$ cat src/rtl/vending_machine_multi.sv
// Multi-channel vending controller: per-channel price/stock, coin credit,
// vend, change return, cancel refund and COLLECT inactivity timeout.
module vending_machine_multi #(
    parameter int N_PROD      = 4,
    parameter int SEL_W       = 2,
    parameter int CREDIT_W    = 8,
    parameter int STOCK_W     = 4,
    parameter int INIT_STOCK  = 5,
    parameter int INIT_PRICE  = 20,
    parameter int TIMEOUT_CYC = 255
) (
    input  logic                clk,
    input  logic                rst,
    input  logic [SEL_W-1:0]    sel,
    input  logic                sel_valid,
    input  logic                rs_10,
    input  logic                rs_20,
    input  logic                cancel,
    input  logic                price_wr,
    input  logic [SEL_W-1:0]    price_idx,
    input  logic [CREDIT_W-1:0] price_data,
    input  logic                restock,
    input  logic [SEL_W-1:0]    restock_idx,
    output logic [N_PROD-1:0]   product,
    output logic [CREDIT_W-1:0] change,
    output logic                change_valid,
    output logic                no_product,
    output logic                coin_reject,
    output logic [2:0]          state,
    output logic [CREDIT_W-1:0] credit
);

    typedef enum logic [2:0] {
        S_IDLE    = 3'd0,
        S_COLLECT = 3'd1,
        S_VEND    = 3'd2,
        S_CHANGE  = 3'd3,
        S_REFUND  = 3'd4
    } state_t;

    // Headroom bits so a 30-unit coin never wraps before the overflow test
    localparam int SUM_W = CREDIT_W + 6;
    localparam int TMO_W = (TIMEOUT_CYC < 2) ? 1 : $clog2(TIMEOUT_CYC + 1);

    state_t r_state;
    state_t w_next;

    logic [CREDIT_W-1:0] r_credit;
    logic [CREDIT_W-1:0] r_price_l;
    logic [SEL_W-1:0]    r_sel;
    logic [CREDIT_W-1:0] r_price [N_PROD];
    logic [STOCK_W-1:0]  r_stock [N_PROD];
    logic [TMO_W-1:0]    r_tmo;
    logic                r_no_product;
    logic                r_coin_reject;

    logic                w_sel_ok;
    logic [CREDIT_W-1:0] w_sel_price;
    logic [SUM_W-1:0]    w_coin_val;
    logic [SUM_W-1:0]    w_sum;
    logic                w_coin_any;
    logic                w_ovf;
    logic                w_coin_ok;
    logic                w_tmo_hit;
    logic [N_PROD-1:0]   w_dec;
    logic [N_PROD-1:0]   w_inc;

    // Out-of-range indices match no channel and are rejected
    always_comb begin
        w_sel_ok    = 1'b0;
        w_sel_price = '0;
        for (int i = 0; i < N_PROD; i++) begin
            if (sel == SEL_W'(i)) begin
                w_sel_ok    = (r_stock[i] != '0);
                w_sel_price = r_price[i];
            end
        end
    end

    assign w_coin_val = (rs_10 ? SUM_W'(10) : '0)
                      + (rs_20 ? SUM_W'(20) : '0);
    assign w_coin_any = rs_10 | rs_20;
    assign w_sum      = SUM_W'(r_credit) + w_coin_val;
    assign w_ovf      = |w_sum[SUM_W-1:CREDIT_W];
    assign w_coin_ok  = (r_state == S_COLLECT) && w_coin_any
                      && !cancel && !w_ovf;

    generate
        if (TIMEOUT_CYC == 0) begin : g_no_tmo
            assign w_tmo_hit = 1'b0;
        end else begin : g_tmo
            assign w_tmo_hit = (r_tmo >= TMO_W'(TIMEOUT_CYC - 1));
        end
    endgenerate

    always_comb begin
        for (int i = 0; i < N_PROD; i++) begin
            w_dec[i] = (r_state == S_VEND) && (r_sel == SEL_W'(i));
            w_inc[i] = restock && (restock_idx == SEL_W'(i));
        end
    end

    always_ff @(posedge clk or posedge rst) begin
        if (rst) begin
            r_state <= S_IDLE;
        end else begin
            r_state <= w_next;
        end
    end

    always_comb begin
        w_next       = r_state;
        change       = '0;
        change_valid = 1'b0;
        unique case (r_state)
            S_IDLE: begin
                if (sel_valid && w_sel_ok) begin
                    w_next = S_COLLECT;
                end
            end
            S_COLLECT: begin
                if (cancel) begin
                    w_next = (r_credit != '0) ? S_REFUND : S_IDLE;
                end else if (r_credit >= r_price_l) begin
                    w_next = S_VEND;
                end else if (w_tmo_hit && !w_coin_ok) begin
                    w_next = (r_credit != '0) ? S_REFUND : S_IDLE;
                end
            end
            S_VEND: begin
                w_next = (r_credit > r_price_l) ? S_CHANGE : S_IDLE;
            end
            S_CHANGE, S_REFUND: begin
                change_valid = 1'b1;
                change       = r_credit;
                w_next       = S_IDLE;
            end
            default: begin
                w_next = S_IDLE;
            end
        endcase
    end

    always_ff @(posedge clk or posedge rst) begin
        if (rst) begin
            r_credit      <= '0;
            r_price_l     <= '0;
            r_sel         <= '0;
            r_tmo         <= '0;
            r_no_product  <= 1'b0;
            r_coin_reject <= 1'b0;
        end else begin
            r_no_product  <= (r_state == S_IDLE) && sel_valid
                           && !w_sel_ok;
            r_coin_reject <= w_coin_any && !w_coin_ok;
            unique case (r_state)
                S_IDLE: begin
                    if (sel_valid && w_sel_ok) begin
                        r_sel     <= sel;
                        r_price_l <= w_sel_price;
                        r_tmo     <= TMO_W'(1);
                    end
                end
                S_COLLECT: begin
                    if (w_coin_ok) begin
                        r_credit <= w_sum[CREDIT_W-1:0];
                        r_tmo    <= TMO_W'(1);
                    end else if (r_tmo != {TMO_W{1'b1}}) begin
                        r_tmo <= r_tmo + 1'b1;
                    end
                end
                S_VEND: begin
                    r_credit <= r_credit - r_price_l;
                end
                S_CHANGE, S_REFUND: begin
                    r_credit <= '0;
                end
                default: begin
                    r_credit <= '0;
                end
            endcase
        end
    end

    // Restock and vend on the same channel cancel out
    always_ff @(posedge clk or posedge rst) begin
        if (rst) begin
            for (int i = 0; i < N_PROD; i++) begin
                r_price[i] <= CREDIT_W'(INIT_PRICE);
                r_stock[i] <= STOCK_W'(INIT_STOCK);
            end
        end else begin
            for (int i = 0; i < N_PROD; i++) begin
                if (price_wr && (price_idx == SEL_W'(i))) begin
                    r_price[i] <= price_data;
                end
                if (w_inc[i] && !w_dec[i]) begin
                    if (r_stock[i] != {STOCK_W{1'b1}}) begin
                        r_stock[i] <= r_stock[i] + 1'b1;
                    end
                end else if (w_dec[i] && !w_inc[i]) begin
                    r_stock[i] <= r_stock[i] - 1'b1;
                end
            end
        end
    end

    assign product     = w_dec;
    assign no_product  = r_no_product;
    assign coin_reject = r_coin_reject;
    assign state       = r_state;
    assign credit      = r_credit;

endmodule

$ cat config.mk
export PLATFORM = sky130hd
export DESIGN_NAME = vending_machine_multi
export DESIGN_NICKNAME = d
export VERILOG_FILES = /design/src/rtl/vending_machine_multi.sv
export SDC_FILE = /design/constraint.sdc
export NUM_CORES = 1
export LEC_CHECK = 0
export ABC_AREA = 1
export CORE_MARGIN = 1.5
export CORE_UTILIZATION = 58
export DETAILED_ROUTE_END_ITERATION = 16
export PLACE_DENSITY = 0.81
export SLEW_MARGIN = 30
export SYNTH_ARGS = -nofsm -noshare
export SYNTH_HDL_FRONTEND = slang
export SYNTH_SLANG_ARGS = --single-unit
$ cat constraint.sdc
create_clock -name clk -period 2.7 [get_ports clk]
set_clock_uncertainty 0.05 [all_clocks]
set_input_delay 0.405 -clock clk [delete_from_list [all_inputs] [get_ports clk]]
set_output_delay 0.405 -clock clk [all_outputs]
set_load 0.05 [all_outputs]
==> results.yml, run 1 <==
timing:
  fin_crit_ps: 2460
  slew_headroom_pct: 59.3
  maxSlewViolCount: 0
  rsz0062_at_grt: "false"
  min_period_over_period_pct: 91.1
  finalSetupViolCount: 0
  hold_viol: 0
  worst_pin_slew_ps: 609
  setup_tns_ps: 0
  max_freq_ghz: 0.407
place:
  port_buffers: 47
  gp_congestion: 0.959
  dp_cells: 770
  dp.final_hpwl_um: 7950
finish:
  layoutNonFillerInstCount: 786
  synthToLayoutAreaGrowth_pct: 17.2
  filler_cell_count: 659
  antennaDiodeCount: 0
  nNetsFinal: 726
  fin_util_pct: 69.6
  drive_gt1_share_pct: 11.7
synthesis:
  synth.yosys.seq_area_share_pct: 41.1
  synth_cells: 620
  yosys_most_used_dff: "dfrtp_1"
  syn_area_um2: 4850
  synth-seq-cells: 79
  syn_nets: 670
  synthArstFlopShare_pct: 100
  synth_cell_types: 39
  synth_area_per_cell_um2: 7.83
  yosysWarnings: 0
  synth-edff-count: 0
route:
  first_pass_iters: 8
  via_count: 4294
  drc_errors: 0
  antenna_left: 0
  drt-total-wl_um: 10700
  drt-vias-per-instance: 5.46
  wl_per_cell_um: 13.6
  drt_iter0_drc: 191
pwr:
  power.share.switching_pct: 46.0
  p_switching_uw: 2680
  p_int_uw: 3150
  finalPower_uw: 5820
  pwr-share-seq_pct: 34.2
  power_leakage_uw: 0.00296
  ir_drop_v: 0.000427
  p_per_area_nw_per_um2: 1020
  combPwrFrac_pct: 49.1
  power_frac_clock_pct: 16.8
setup_path:
  worst_setup_path_end_kind: "output port"
  path_cells: "nor2_2 -> nand2_2 -> inv_4 -> nand3_1 -> inv_1 -> dlygate4sd2_1"
  timing.rr.end: "r_stock[3]"
  cp_slowest_stage_delay_ps: 530
  critPathMaxFanout: 9
  cp_slowest_cell: "dlygate4sd2_1"
  cp.required_ps: 2250
  timing.critical_path.from: "state[2]"
  r2r-start: "state[2]"
  critPathLaunchType: "flip-flop"
  ff2ff_setup_slack_ps: 360
  crit_arrival_ps: 2000
  r2r_cells: 12
  critical_path_class: "reg2out"
clocking:
  clk_transition_reported_paths_ps: 90
  htree_levels: 3
  cts_hold_buffers: 0
  cts_max_path_buffers: 2
  cts_tree: "built"
  cts_setup_buffers: 0
  cts.sinks: 79
  clk_latency_ps: 360
  numCtsBuffers: 9
  root_buffer: "clkbuf_8"
flow_run:
  maxCapViolations: 0
global_routing:
  grt_max_degree: 35
  grt_antenna_before_repair: 0
  grtUsageTotal_pct: 26.6
  grt_pass1_wl_um: 18600
  grt_pass1_vias: 4217
  gr-total-overflow: 0
floorplanning:
  io_pins: 48
  initial_core_util_pct: 59.4
  die_h_um: 94.5
  core_area_um2: 8180
  row_count: 33
  die_area_um2: 8930
  chipWidth_um: 94.5
run_status:
  status: "completed"
min_path:
  min_path_type: "in2async"
sequential cells by signal, summed over array words and instances (netlist names):
signal,cells
r_price,32
r_stock,16
credit,8
r_price_l,8
r_tmo,8
state,3
r_sel,2
coin_reject,1
no_product,1
critical path: cells and delay by family (launching register included):
| family | cells | cell delay, ps |
|---|---|---|
| AND/OR/NAND/NOR | 3 | 420 |
| buffers and inverters | 3 | 770 |
| flip-flops | 1 | 450 |
synth_stat cells, types with 3 or more instances:
| cell type | instances | area (µm²) |
|---|---|---|
| clkbuf_1 | 4 | 15.0 |
| nor2_4 | 3 | 33.8 |
| nor2_1 | 40 | 150 |
| dfstp_2 | 16 | 420 |
| nand3b_1 | 3 | 22.5 |
| inv_4 | 3 | 18.8 |
| nand2_1 | 177 | 664 |
| nand3_2 | 4 | 40.0 |
| nand2_2 | 17 | 106 |
| xor2_1 | 12 | 105 |
| inv_1 | 66 | 248 |
| o21ai_2 | 3 | 26.3 |
| o21ai_0 | 46 | 230 |
| nand3_1 | 55 | 275 |
| nand4_1 | 16 | 100 |
| inv_2 | 5 | 18.8 |
| ha_1 | 22 | 275 |
| xnor2_1 | 5 | 43.8 |
| a221oi_1 | 3 | 26.3 |
| a21oi_1 | 19 | 95.1 |
| dfrtp_1 | 63 | 1580 |
| fa_1 | 6 | 120 |
| o21ai_1 | 10 | 50.1 |
stage by stage:
stage	hold WS [ps]	cell area [µm²]	setup WS (ps)
6_report	334	5690	240
5_1_grt	372	5690	149
4_1_cts	333	5670	3.12
3_5_place_dp	423	5460	238
3_3_place_gp	416	5460	348
2_1_floorplan	403	4850	104
worst max-delay path by stage:
stage / slack, ps / cells after the start / end
floorplan: 100 / 5 / change[0]
global placement: 350 / 12 / r_stock[7]
detailed placement: 240 / 12 / r_stock[11]
CTS: 3 / 6 / change[5]
global route: 150 / 6 / product[3]
finish: 240 / 6 / product[3]
cell usage in the layout (no fill, tap or decap), types with 10 or more instances in the layout:
master	n
inv_1	65
dfstp_2	16
a21oi_1	19
ha_1	22
xor2_1	12
nor2_1	40
clkdlybuf4s50_1	35
nand4_1	16
o21ai_1	10
nand2_2	17
dfrtp_1	63
nand2_1	177
o21ai_0	46
nand3_1	55
metal layers:
| metal | wire length, µm | global-route usage, % | part of all wire (%) | up-vias |
|---|---|---|---|---|
| met5 | 0 | 0 | 0 | - |
| met4 | 195 | 10.7 | 1.8 | 0 |
| met3 | 513 | 4.83 | 4.8 | 17 |
| met2 | 5320 | 45.7 | 50 | 125 |
| met1 | 4650 | 33.1 | 44 | 2018 |
| li1 | - | - | - | 2134 |
power groups by stage:
stage / registers (µW) / logic (µW) / clock network, µW
after floorplan: 2120 / 2040 / 0
after global placement: 1980 / 2710 / 0
after detailed placement: 2000 / 2820 / 0
after CTS: 1980 / 2850 / 998
after global routing: 2050 / 3220 / 1050
final: 1990 / 2860 / 976
cell families (layout without fill, tap and decap cells):
| kind of cell | after synthesis | count (layout) | share of synthesized area [%] |
|---|---|---|---|
| compound gates | 87 | 87 | 9.72 |
| xor+xnor | 17 | 17 | 3.07 |
| fa+ha+maj | 28 | 28 | 8.14 |
| flops | 79 | 79 | 41.1 |
| simple gates | 328 | 328 | 31.0 |
| buf+inv | 81 | 142 | 6.93 |
area by class of cell:
type                       instances  area, µm²  area share [%]
tap                              105        131            2.31
inverter                          74        285            5.01
timing repair buffer              52        536            9.41
clock inverter                     7       96.3            1.69
sequential                        79       2000            35.1
clock buffer                       9        124            2.18
multi-input combinational        460       2520            44.3
timing repair:
action | in CTS | in global routing
endpoints found under the setup margin | 4 | 8
pin swaps | 0 | 0
resized for setup | 4 | 8
Power figures use the tool's default switching activity.
==> inputs of run 2 (changes only) <==
- PLACE_DENSITY: 0.81 -> 0.8
==> results.yml, run 2 (synthesized netlist as in run 1, its figures left out) <==
run_status:
  status: "completed"
route:
  wl_per_cell_um: 13.5
  first_pass_iters: 5
  drt_iter0_drc: 196
  drt-vias-per-instance: 5.43
  antenna_left: 0
  drc_errors: 0
  drt-total-wl_um: 10600
  via_count: 4257
clocking:
  htree_levels: 3
  numCtsBuffers: 9
  clk_transition_reported_paths_ps: 90
  cts_hold_buffers: 0
  cts_max_path_buffers: 2
  cts_tree: "built"
  cts.sinks: 79
  cts_setup_buffers: 0
  clk_latency_ps: 350
  root_buffer: "clkbuf_8"
finish:
  nNetsFinal: 724
  final_cell_area_um2: 5640
  fin_util_pct: 69.0
  synthToLayoutAreaGrowth_pct: 16.2
  final_common_cell: "nand2_1"
  final_cell_mix: "nand2_1, inv_1, dfrtp_1"
  antennaDiodeCount: 0
  drive_gt1_share_pct: 11.5
  top_register: "r_price"
  top_regs: "r_price (32), r_stock (16)"
  largest_register_ffs: 32
floorplanning:
  row_count: 33
  die_area_um2: 8930
  io_pins: 48
  initial_core_util_pct: 59.4
  chipWidth_um: 94.5
  die_h_um: 94.5
  core_area_um2: 8180
setup_path:
  critical_path_class: "reg2out"
  crit_arrival_ps: 1970
  cp.required_ps: 2250
  ff2ff_setup_slack_ps: 410
  worst_setup_path_end_kind: "output port"
  timing.rr.end: "r_stock[3]"
  critPathMaxFanout: 9
  r2r_cells: 12
  critPathLaunchType: "flip-flop"
  r2r-start: "state[2]"
global_routing:
  grt_antenna_before_repair: 0
  gr-total-overflow: 0
  grt_max_degree: 80
  grt_pass1_vias: 4202
  grtUsageTotal_pct: 26.1
  grt_pass1_wl_um: 18500
place:
  dp.final_hpwl_um: 7720
  placedInstanceArea_um2: 5440
  port_buffers: 47
  gp_congestion: 0.941
timing:
  worst_pin_slew_ps: 574
  maxSlewViolCount: 0
  finalSetupViolCount: 0
  min_period_over_period_pct: 89.8
  slew_headroom_pct: 61.6
  fin_crit_ps: 2420
  max_freq_ghz: 0.412
  rsz0062_at_grt: "false"
  hold_viol: 0
  setup_tns_ps: 0
min_path:
  min_path_type: "in2async"
pwr:
  ir_drop_v: 0.000680
  p_per_area_nw_per_um2: 997
  finalPower_uw: 5620
  power_leakage_uw: 0.00294
flow_run:
  maxCapViolations: 0
==> run 2: cell count changes in the layout (fill, tap and decap cells not counted), sizes merged <==
cell / change
bufinv: -2
clkinvlp: +3
clkinv: -1
buf: -2
dlygate4sd2: -1
dlymetal6s2s: +1
==> run 2: worst max-delay path, cell delays in order (launching register included) <==
cell and delay [ps]:
dfrtp_1 450, nor2_2 160, nand2_2 120, inv_4 150, nand3_2 120, inv_2 90
dlygate4sd2_1 530
==> run 2: how the worst max path moves through the flow <==
stage | startpoint | slack (ps) | end
after floorplan | state[2] | 100 | change[0]
after global placement | restock_idx[0] | 340 | r_stock[11]
after detailed placement | restock_idx[0] | 260 | r_stock[7]
after CTS | state[2] | 2 | product[2]
after global routing | state[2] | 160 | product[0]
final | state[2] | 280 | product[1]
==> run 2: power by group <==
group	internal, µW	total (µW)	switching [µW]
clock network	341	813	471
registers	1590	1990	397
logic	1030	2820	1790
==> run 2: what timing repair did <==
item	in CTS	in global routing
setup endpoints to repair	3	9
resized for setup	3	9
gates cloned	0	0
==> run 2: layout make-up <==
cell class	count	area (µm²)
well taps	105	131
fillers	708	2530
repair buffers	50	524
multi-input cells	460	2520
flip-flops and latches	79	2000
clock buffers	9	124
clock inverters	7	57.6
inverters	74	285
==> run 2: through the flow <==
stage	std cells	worst slack [ps]	hold slack, ps
floorplan	620	104	403
global placement	768	338	415
detailed placement	768	257	423
CTS	784	2.29	417
global route	784	158	417
finish	784	275	386
==> run 2: metal layers <==
metal | vias to the layer above | part of all wire, % | GRT usage [%]
met4 | 0 | 1.9 | 9.95
met1 | 1993 | 44 | 33.6
li1 | 2126 | - | -
met3 | 21 | 5.2 | 4.99
met2 | 117 | 49 | 43.6
met5 | - | 0 | 0
